[src/rtl/id_retire_tracker_pkg.sv]
// Shared configuration and types for the ID retire tracker.
// Purpose : default queue depth, data/register widths, and the
//           entry/packet types used by the tracker and its order FIFO.
// Ports   : none (package).
package id_retire_tracker_pkg;

  localparam int INSTRUCTION_QUEUE_DEPTH = 4;
  localparam int CFG_ID_W                = $clog2(INSTRUCTION_QUEUE_DEPTH);
  localparam int CFG_DATA_W              = 32;
  localparam int CFG_RD_W                = 5;

  typedef logic [CFG_ID_W-1:0] id_t;

  // One program-order slot: which ID, where it writes, whether it writes.
  typedef struct packed {
    id_t                 id;
    logic [CFG_RD_W-1:0] rd;
    logic                wb;
  } inflight_entry_t;

  // Everything the register file sees for one retirement.
  typedef struct packed {
    id_t                   id;
    logic [CFG_RD_W-1:0]   rd;
    logic                  wb;
    logic [CFG_DATA_W-1:0] data;
  } retire_packet_t;

endpackage

[src/rtl/id_order_fifo.sv]
// Circular FIFO holding issued entries in program order.
// Purpose : pointer-based queue with one extra pointer bit so full and
//           empty are distinguishable without a separate counter.
// Ports   : clk, rst (async, active-low)
//           push/push_entry   write at tail (caller guarantees !full)
//           pop               advance head  (caller guarantees !empty)
//           head              oldest entry (combinational)
//           full, empty, count
module id_order_fifo
  import id_retire_tracker_pkg::*;
#(
  parameter int  DEPTH   = INSTRUCTION_QUEUE_DEPTH,
  parameter type entry_t = inflight_entry_t,
  localparam int AW      = $clog2(DEPTH)
) (
  input  logic          clk,
  input  logic          rst,
  input  logic          push,
  input  entry_t        push_entry,
  input  logic          pop,
  output entry_t        head,
  output logic          full,
  output logic          empty,
  output logic [AW:0]   count
);

  localparam logic [AW:0] PTR_ONE = {{AW{1'b0}}, 1'b1};

  logic [AW:0] wptr_reg;
  logic [AW:0] rptr_reg;
  entry_t      mem [DEPTH];

  always_ff @(posedge clk or negedge rst) begin
    if (!rst) begin
      wptr_reg <= '0;
      rptr_reg <= '0;
    end else begin
      if (push) wptr_reg <= wptr_reg + PTR_ONE;
      if (pop)  rptr_reg <= rptr_reg + PTR_ONE;
    end
  end

  // Entry storage carries no reset; only the pointers define validity.
  always_ff @(posedge clk) begin
    if (push) mem[wptr_reg[AW-1:0]] <= push_entry;
  end

  assign empty = (wptr_reg == rptr_reg);
  assign full  = (wptr_reg[AW] != rptr_reg[AW]) &&
                 (wptr_reg[AW-1:0] == rptr_reg[AW-1:0]);
  assign count = wptr_reg - rptr_reg;
  assign head  = mem[rptr_reg[AW-1:0]];

endmodule

[src/rtl/id_retire_tracker.sv]
// In-order completion tracker downstream of the instruction ID generator.
// Purpose : records issued IDs in program order, captures out-of-order
//           writeback results, retires the oldest ID once its result is
//           present and frees it back to the generator via complete.
// Ports   : clk, rst (async, active-low)
//           issue_valid/issue_id/issue_rd/issue_wb, issue_ready
//           wb_valid/wb_id/wb_data
//           retire_valid/retire_ready, retire_id/rd/wb/data
//           complete/complete_id, inflight_count, protocol_error (sticky)
module id_retire_tracker
  import id_retire_tracker_pkg::*;
#(
  parameter int DEPTH  = INSTRUCTION_QUEUE_DEPTH,
  parameter int ID_W   = $clog2(DEPTH),
  parameter int DATA_W = CFG_DATA_W,
  parameter int RD_W   = CFG_RD_W
) (
  input  logic              clk,
  input  logic              rst,
  input  logic              issue_valid,
  input  logic [ID_W-1:0]   issue_id,
  input  logic [RD_W-1:0]   issue_rd,
  input  logic              issue_wb,
  output logic              issue_ready,
  input  logic              wb_valid,
  input  logic [ID_W-1:0]   wb_id,
  input  logic [DATA_W-1:0] wb_data,
  output logic              retire_valid,
  input  logic              retire_ready,
  output logic [ID_W-1:0]   retire_id,
  output logic [RD_W-1:0]   retire_rd,
  output logic              retire_wb,
  output logic [DATA_W-1:0] retire_data,
  output logic              complete,
  output logic [ID_W-1:0]   complete_id,
  output logic [ID_W:0]     inflight_count,
  output logic              protocol_error
);

  typedef struct packed {
    logic [ID_W-1:0] id;
    logic [RD_W-1:0] rd;
    logic            wb;
  } entry_t;

  entry_t            push_entry;
  entry_t            head;
  logic              full;
  logic              empty;
  logic              push;
  logic              pop;
  logic              wb_err;
  logic              wb_accept;
  logic              issue_err;

  logic [DEPTH-1:0]  done_reg;
  logic [DEPTH-1:0]  done_next;
  logic [DEPTH-1:0]  inflight_reg;
  logic [DEPTH-1:0]  inflight_next;
  logic              protocol_error_reg;
  logic [DATA_W-1:0] data_mem [DEPTH];

  assign push_entry = '{id: issue_id, rd: issue_rd, wb: issue_wb};

  id_order_fifo #(
    .DEPTH   (DEPTH),
    .entry_t (entry_t)
  ) u_order_fifo (
    .clk        (clk),
    .rst        (rst),
    .push       (push),
    .push_entry (push_entry),
    .pop        (pop),
    .head       (head),
    .full       (full),
    .empty      (empty),
    .count      (inflight_count)
  );

  // A pop in the same cycle does not make room: readiness is from state only.
  assign issue_ready  = !full;
  assign push         = issue_valid && !full;
  assign issue_err    = issue_valid && full;

  assign retire_valid = !empty && done_reg[head.id];
  assign pop          = retire_valid && retire_ready;
  assign retire_id    = head.id;
  assign retire_rd    = head.rd;
  assign retire_wb    = head.wb;
  assign retire_data  = data_mem[head.id];
  assign complete     = pop;
  assign complete_id  = head.id;

  // A result is only taken for an ID that is waiting for one and is not
  // simultaneously being (re)issued; anything else is flagged and dropped.
  assign wb_err    = wb_valid && (!inflight_reg[wb_id] || done_reg[wb_id] ||
                                  (issue_valid && issue_id == wb_id));
  assign wb_accept = wb_valid && !wb_err;

  // Per-ID next state. A push of an ID takes priority over its retirement,
  // so a freed ID reissued in the same cycle starts out not-done.
  generate
    for (genvar gi = 0; gi < DEPTH; gi++) begin : g_id_state
      assign done_next[gi] =
        (push && issue_id == ID_W'(gi))      ? 1'b0 :
        (pop  && head.id  == ID_W'(gi))      ? 1'b0 :
        (wb_accept && wb_id == ID_W'(gi))    ? 1'b1 : done_reg[gi];
      assign inflight_next[gi] =
        (push && issue_id == ID_W'(gi))      ? 1'b1 :
        (pop  && head.id  == ID_W'(gi))      ? 1'b0 : inflight_reg[gi];
    end
  endgenerate

  always_ff @(posedge clk or negedge rst) begin
    if (!rst) begin
      done_reg           <= '0;
      inflight_reg       <= '0;
      protocol_error_reg <= 1'b0;
    end else begin
      done_reg     <= done_next;
      inflight_reg <= inflight_next;
      if (wb_err || issue_err) protocol_error_reg <= 1'b1;
    end
  end

  always_ff @(posedge clk) begin
    if (wb_accept) data_mem[wb_id] <= wb_data;
  end

  assign protocol_error = protocol_error_reg;

endmodule

[config.mk]
export PLATFORM = sky130hd
export DESIGN_NAME = id_retire_tracker
export DESIGN_NICKNAME = d
export VERILOG_FILES = /design/src/rtl/id_retire_tracker_pkg.sv /design/src/rtl/id_order_fifo.sv /design/src/rtl/id_retire_tracker.sv
export SDC_FILE = /design/constraint.sdc
export NUM_CORES = 1
export LEC_CHECK = 0
export CORE_MARGIN = 2
export CORE_UTILIZATION = 50
export DETAILED_ROUTE_END_ITERATION = 6
export GPL_TIMING_DRIVEN = 0
export HOLD_SLACK_MARGIN = 0.12
export PLACE_DENSITY = 0.86
export SLEW_MARGIN = 20
export SYNTH_ARGS = -nofsm -noshare
export SYNTH_HDL_FRONTEND = slang
export SYNTH_SLANG_ARGS = --single-unit
[constraint.sdc]
create_clock -name clk -period 4.2 [get_ports clk]
set_input_delay 1.05 -clock clk [delete_from_list [all_inputs] [get_ports clk]]
set_output_delay 1.05 -clock clk [all_outputs]
set_load 0.05 [all_outputs]
==> reports/metrics.csv, run 1 <==
stage;metric;value;unit
timing;finalCritPeriodShare;96.4;%
power;p_leak;0.00302;µW
die;die_y;121;µm
die;rows;42;
synthesis;yosysTopAreaCell;edfxtp_1;
detailed_routing;vias;3421;
timing;rsz0062_at_grt;no;
synthesis;post_synth.cell_area_avg;21.5;µm²
synthesis;synthTopCellsByCount;160 x edfxtp_1, 32 x mux4_2, 15 x dfrtp_1, 14 x inv_1, 8 x mux4_1;
layout;nFillCells;904;
detailed_routing;drt_iter0_markers;207;
run;maxCapViolCount;0;
layout;area_delta_synth_final;27.2;%
critical_path;end_kind;output port;
synthesis;ys_ff_latch;175;
critical_path;worstSetupStartpoint;u_order_fifo.rptr_reg[0]$_DFFE_PN0P_;
timing;hold_viol_final;0;
layout;largest_register_ffs;128;
detailed_routing;routedWlPerCell;20.1;µm
synthesis;synth_cells;315;
clocking;htreeDepth;4;
layout;nNetsFinal;488;
hold_path;worstHoldPathType;register to register;
timing;fin_crit;4.05;ns
clocking;clockRootBuffer;clkbuf_16;
power;power_frac_clock;21.5;%
detailed_routing;route.detailed.drc;0;
placed_design;place_ws;0.0589;ns
die;dieArea;14500;µm²
clocking;clkSlewWorstSetupHoldPaths;0.07;ns
critical_path;rr_startpoint;u_order_fifo.rptr_reg[0]$_DFFE_PN0P_;
timing;slew_headroom;51.3;%
critical_path;cp_common_cell;buf_6;
grt;grt_use_total;18.2;%
hold_path;min_path_cells;1;
power;vdd_ir_drop_max;1.08;mV
power;switching_share;41.6;%
timing;fin_skew;0.0114;ns
clocking;tritoncts;done;
power;p_int;4050;µW
clocking;clockBufferDepth;2;
die;ioPinCount;96;
synthesis;synth.most_common_cell;edfxtp_1;
critical_path;crit_type;register to output port;
die;die_w;121;µm
power;power.density;802;nW/µm²
placed_design;hpwl;8.25;mm
critical_path;worst-path-buf-inv;4;
layout;final_util;65.2;%
critical_path;cp_max_fo;10;
clocking;postCtsSetupBuffers;0;
clocking;cts_buffers;17;
synthesis;synth_area;6790;µm²
hold_path;min-delay-start;inflight_reg[1]$_DFFE_PN0P_;
power;combinationalPowerShare;46.6;%
detailed_routing;vias_per_cell;5.50;
critical_path;worstRegToRegCells;7;
synthesis;syn_nets;370;
grt;overflow;0;
synthesis;ys_types;41;
synthesis;synth.top_cell.area_share;70.8;%
clocking;clock_latency;0.42;ns
timing;finalSetupViolCount;0;
critical_path;crit_family;multiplexers;
grt;grt_pass1_vias;3593;
placed_design;io_buffers;95;
critical_path;cp_slowest_cell;mux4_2;
synthesis;ys_warn_count;0;
synthesis;synth_flop_cell;edfxtp_1;
hold_path;hold_end;inflight_reg[1]$_DFFE_PN0P_;
timing;worst_pin_slew;0.728;ns
die;initial_utilization;51.3;%
grt;antenna_found_initial;0;
critical_path;path_cells;buf_6 -> mux4_2 -> buf_6 -> mux2i_1 -> mux2_2 -> or2_4 -> inv_1 -> clkdlybuf4s15_1;
detailed_routing;postRouteAntennaNets;0;
synthesis;synthTopCellsByArea;edfxtp_1 71%, mux4_2 11%, dfrtp_1 5.5%, mux4_1 3.1%, ha_1 1.3%;
critical_path;crit_arrival;3.00;ns
critical_path;regToRegSetupSlack;1.75;ns
critical_path;crit_path_max_incr_delay;0.56;ns
power;pwr-share-seq;31.9;%
grt;grt_pass1_wl;19.4;mm
synthesis;synth_edf_count;160;
layout;regMostFlops;data_mem;
clocking;hold_buffers;0;
critical_path;required;3.15;ns
detailed_routing;drt_wl_total;12.5;mm
status;status;completed;
power;power.switching;2880;µW
synthesis;ys_seq_area_share;76.3;%
clocking;clock_sinks;175;
placed_design;gp_congestion;0.840;
timing;slew_viol_final;0;
critical_path;worstReg2RegEnd;u_order_fifo.rptr_reg[1]$_DFFE_PN0P_;
layout;diodes;0;
die;core;13200;µm²
timing;fmax;0.247;GHz
synthesis;async_flop_share;8.57;%
layout;layout-drive-gt1-share;19.3;%
detailed_routing;dr.pass1.iters;7;
critical_path;worst_setup_path_start_kind;register;
grt;grt_max_degree;23;
timing;timing.final.ws_setup;0.150;ns
routing by layer:
metal / share of wire (%) / vias up / global-route usage (%)
met5: 0 / - / 0
met4: 1.5 / 0 / 7.19
met3: 4.5 / 17 / 4.81
met1: 42 / 1769 / 24.1
met2: 52 / 104 / 29.1
li1: - / 1531 / -
worst max-delay path by stage:
stage / end / slack (ns) / cells past startpoint
detailed placement: retire_data[11] / 0.06 / 6
global route: retire_data[15] / 0.005 / 6
CTS: complete / 0.09 / 8
finish: complete / 0.15 / 8
global placement: data_mem[0][8]$_DFFE_PP_ / -1.16 / 4
floorplan: data_mem[0][0]$_DFFE_PP_ / 0.60 / 3
layout by cell type (no fill, tap or decap), drive strengths merged, types with 2 or more instances in the layout:
master,Yosys,routed
a31oi,2,2
and2,5,5
buf,10,13
clkbuf,3,21
clkdlybuf4s50,0,64
clkinv,0,6
dfrtp,15,15
dlygate4sd2,0,30
edfxtp,160,160
ha,7,7
inv,14,22
mux2,2,2
mux2i,2,2
mux4,40,40
nand2,6,6
nand3,2,2
nand3b,2,2
nor2,6,6
nor2b,2,2
nor3,5,5
nor3b,3,3
o21ai,4,4
o21bai,2,2
xnor2,6,6
xor2,3,3
power groups by stage:
stage	Sequential, µW	Clock, µW	Combinational [µW]
final	2210	1490	3230
after floorplan	2210	0	2400
after global placement	2230	0	3340
after detailed placement	2240	0	3400
after global routing	2230	1580	3390
after CTS	2210	1510	3260
stage by stage:
step / hold slack (ns) / total power, µW / setup TNS [ns] / cell area (µm²) / cells
floorplan: 0.450 / 4610 / 0 / 6790 / 315
global placement: 0.465 / 5570 / -103.56 / 7960 / 586
detailed placement: 0.474 / 5650 / 0 / 8090 / 590
CTS: 0.490 / 6980 / 0 / 8630 / 622
global route: 0.510 / 7190 / 0 / 8630 / 622
finish: 0.488 / 6930 / 0 / 8630 / 622
final cells by class:
class	instances	area, µm²	share of cell area (%)
clock buffer	17	425	4.93
inverter	14	52.6	0.609
multi-input combinational	113	1500	17.4
clock inverter	15	150	1.74
sequential	175	5180	60.0
buffer	13	83.8	0.971
tap	176	220	2.55
timing repair buffer	99	1020	11.8
repair_timing:
action	4_1_cts	5_1_grt
endpoints found under the setup margin	33	3
hold endpoints to repair	0	0
resized for setup	35	2
logic make-up (layout without fill, tap and decap cells):
group	Yosys count	in the layout	synth area share, %
AND/OR/NAND/NOR	36	36	2.99
adder cells (fa/ha/maj)	8	8	1.59
buffers and inverters	27	158	1.90
multiplexers	44	44	14.4
XOR/XNOR	9	9	1.16
flip-flops	175	175	76.3
AO/OA/AOI/OAI	16	16	1.66
No activity file was read; power rests on OpenSTA's default activity.
==> inputs of run 2 (changes only) <==
--- a/config.mk
+++ b/config.mk
@@ -5,6 +5,7 @@
 export SDC_FILE = /design/constraint.sdc
 export NUM_CORES = 1
 export LEC_CHECK = 0
+export ABC_AREA = 1
 export CORE_MARGIN = 2
 export CORE_UTILIZATION = 50
 export DETAILED_ROUTE_END_ITERATION = 6
==> run 2 against run 1 <==
Compared with the run above: count of clock-buffer cells in the layout up 4; clock skew down 0.0020 ns; core utilization down 0.22 points; area after synthesis up 1.9%; setup slack worse by 0.010 ns; worst hold slack about the same; sequential cell count unchanged; non-clock buffer count up 5; routed wire length up 19%; final cell count up 29%.
==> reports/metrics.csv, run 2 <==
stage;metric;value;unit
status;status;completed;
clocking;clockRootBuffer;clkbuf_16;
detailed_routing;drt_iter0_markers;445;
timing;fin_skew;0.00940;ns
synthesis;async_flop_share;8.57;%
timing;slew_viol_final;0;
critical_path;worst_setup_path_start_kind;register;
synthesis;ys_types;31;
synthesis;syn_nets;551;
clocking;hold_buffers;0;
grt;grt_pass1_vias;4564;
layout;diodes;0;
layout;layout-drive-gt1-share;12.7;%
critical_path;end_kind;output port;
timing;finalCritPeriodShare;96.7;%
hold_path;min-delay-start;inflight_reg[2]$_DFFE_PN0P_;
synthesis;synth.most_common_cell;edfxtp_1;
critical_path;rr_startpoint;u_order_fifo.rptr_reg[1]$_DFFE_PN0P_;
detailed_routing;postRouteAntennaNets;0;
layout;postLayoutCellArea;8700;µm²
layout;area_delta_synth_final;25.8;%
run;maxCapViolCount;0;
critical_path;crit_family;buffers and inverters;
detailed_routing;route.detailed.drc;0;
layout;final_cell_mix;160 x edfxtp_1, 100 x nand2_1, 92 x clkdlybuf4s50_1;
critical_path;crit_type;register to output port;
clocking;clock_sinks;175;
critical_path;crit_arrival;3.01;ns
detailed_routing;dr.pass1.iters;5;
layout;final_util;65.0;%
timing;hold_viol_final;0;
placed_design;io_buffers;93;
critical_path;worstRegToRegCells;7;
placed_design;placed_cell_area;8130;µm²
synthesis;synthTopCellsByCount;160 x edfxtp_1, 100 x nand2_1, 45 x a22oi_1, 31 x inv_1, 25 x nand3_1;
critical_path;regToRegSetupSlack;1.76;ns
detailed_routing;vias;4442;
synthesis;post_synth.cell_area_avg;13.9;µm²
synthesis;ys_warn_count;0;
grt;overflow;0;
clocking;cts_buffers;17;
die;ioPinCount;96;
die;dieArea;14800;µm²
timing;fin_crit;4.06;ns
synthesis;ys_seq_area_share;74.9;%
critical_path;crit_path_max_incr_delay;0.82;ns
detailed_routing;vias_per_cell;5.55;
synthesis;synthTopCellsByArea;edfxtp_1 69%, dfrtp_1 5.4%, nand2_1 5.4%, a22oi_1 4.9%, nand3_1 1.8%;
hold_path;min_path_cells;2;
synthesis;synth.top_cell.area_share;69.4;%
timing;fmax;0.246;GHz
placed_design;gp_congestion;0.873;
timing;rsz0062_at_grt;no;
synthesis;synth_cells;496;
clocking;clkSlewWorstSetupHoldPaths;0.06;ns
grt;grt_use_total;20.6;%
die;initial_utilization;51.6;%
critical_path;worst-path-buf-inv;4;
die;core;13400;µm²
critical_path;cp_slowest_cell;clkdlybuf4s50_1;
timing;worst_pin_slew;0.975;ns
clocking;tritoncts;done;
timing;slew_headroom;34.7;%
layout;nNetsFinal;666;
critical_path;path_cells;buf_6 -> inv_4 -> nand2_1 -> nand3_2 -> nand2_4 -> nor2_2 -> buf_2 -> a22oi_1 -> nand2_1 -> clkdlybuf4s50_1;
detailed_routing;routedWlPerCell;18.7;µm
layout;largest_register_ffs;128;
clocking;clock_latency;0.42;ns
die;die_y;122;µm
grt;grt_max_degree;33;
detailed_routing;drt_wl_total;15.0;mm
clocking;htreeDepth;4;
hold_path;hold_end;inflight_reg[2]$_DFFE_PN0P_;
critical_path;worstReg2RegEnd;u_order_fifo.mem[3][4]$_DFFE_PP_;
synthesis;synth_flop_cell;edfxtp_1;
synthesis;synth_area;6920;µm²
layout;layout_commonest_cell;edfxtp_1;
layout;regMostFlops;data_mem;
grt;antenna_found_initial;0;
critical_path;cp_max_fo;10;
timing;fin_tns_setup;0;ns
hold_path;worstHoldPathType;register to register;
die;die_w;122;µm
clocking;clockBufferDepth;2;
timing;fin_hold_ws;0.487;ns
grt;grt_pass1_wl;22.5;mm
placed_design;hpwl;9.83;mm
timing;finalSetupViolCount;0;
synthesis;synth_edf_count;160;
critical_path;required;3.15;ns
die;rows;42;
synthesis;yosysTopAreaCell;edfxtp_1;
synthesis;ys_ff_latch;175;
critical_path;cp_common_cell;nand2_1;
[run 2: cell count changes in the layout (fill, tap and decap cells not counted), moves of 9 or more]
cell / previous run / this run
nor2_1: 5 / 21
a22oi_1: 0 / 45
nand2_1: 6 / 100
mux4_2: 32 / 0
clkdlybuf4s50_1: 64 / 92
o21ai_0: 4 / 13
dlygate4sd2_1: 30 / 0
nand3_1: 2 / 25
inv_1: 14 / 27
nand4_1: 0 / 9
[run 2: final cells by class]
type / count / area [µm²]
Inverter: 38 / 149
Sequential cell: 175 / 5180
Buffer: 21 / 135
Timing Repair Buffer: 96 / 993
Clock buffer: 21 / 440
Tap cell: 176 / 220
Clock inverter: 11 / 131
Multi-Input combinational cell: 262 / 1460
Fill cell: 950 / 4700
[run 2: metal layers]
layer / vias up / share of wire [%] / global-route usage, %
li1: 2021 / - / -
met3: 34 / 7.0 / 6.46
met2: 201 / 52 / 36.1
met1: 2186 / 38 / 23.1
met5: - / 0 / 0
met4: 0 / 2.8 / 9.48
[run 2: metrics by stage]
| step | setup WS (ns) | std cells |
|---|---|---|
| global placement | 0.458 | 765 |
| global route | 0.0108 | 800 |
| finish | 0.140 | 800 |
| detailed placement | 0.432 | 768 |
| CTS | 0.114 | 800 |
| floorplan | 1.30 | 496 |
[run 2: timing repair]
| action | CTS | global route |
|---|---|---|
| buffers inserted | 0 | 0 |
| setup endpoints to repair | 0 | 1 |
| gates resized for setup | 0 | 1 |
[run 2: worst register-to-register path: stages, from the launching register on]
cell and delay, ns:
dfrtp_1 0.41, buf_6 0.18, inv_4 0.08, ha_1 0.33, nand3_2 0.12, nand2_2 0.07, buf_6 0.14, nor2_1 0.74
[run 2: kinds of logic (layout without fill, tap and decap cells)]
kind of cell / count (synthesis) / in the layout / synth area share [%]
AO/OA/AOI/OAI: 72 / 72 / 6.94
XOR/XNOR: 5 / 5 / 0.633
adder cells (fa/ha/maj): 8 / 8 / 1.56
buffers and inverters: 59 / 187 / 4.10
flip-flops: 175 / 175 / 74.9
AND/OR/NAND/NOR: 177 / 177 / 11.9
[run 2: worst max-delay path by stage]
stage / from / endpoint / depth (start not counted)
2_1_floorplan: u_order_fifo.wptr_reg[0]$_DFFE_PN0P_ / inflight_count[2] / 4
3_3_place_gp: retire_ready / complete / 4
3_5_place_dp: retire_ready / complete / 4
4_1_cts: u_order_fifo.rptr_reg[0]$_DFFE_PN0P_ / retire_data[17] / 10
5_1_grt: u_order_fifo.rptr_reg[0]$_DFFE_PN0P_ / retire_data[22] / 10
6_report: u_order_fifo.rptr_reg[0]$_DFFE_PN0P_ / retire_data[26] / 10
Power of run 2 is not shown: default switching activity piles up to over one toggle a cycle in this logic, so the estimate is an artifact.
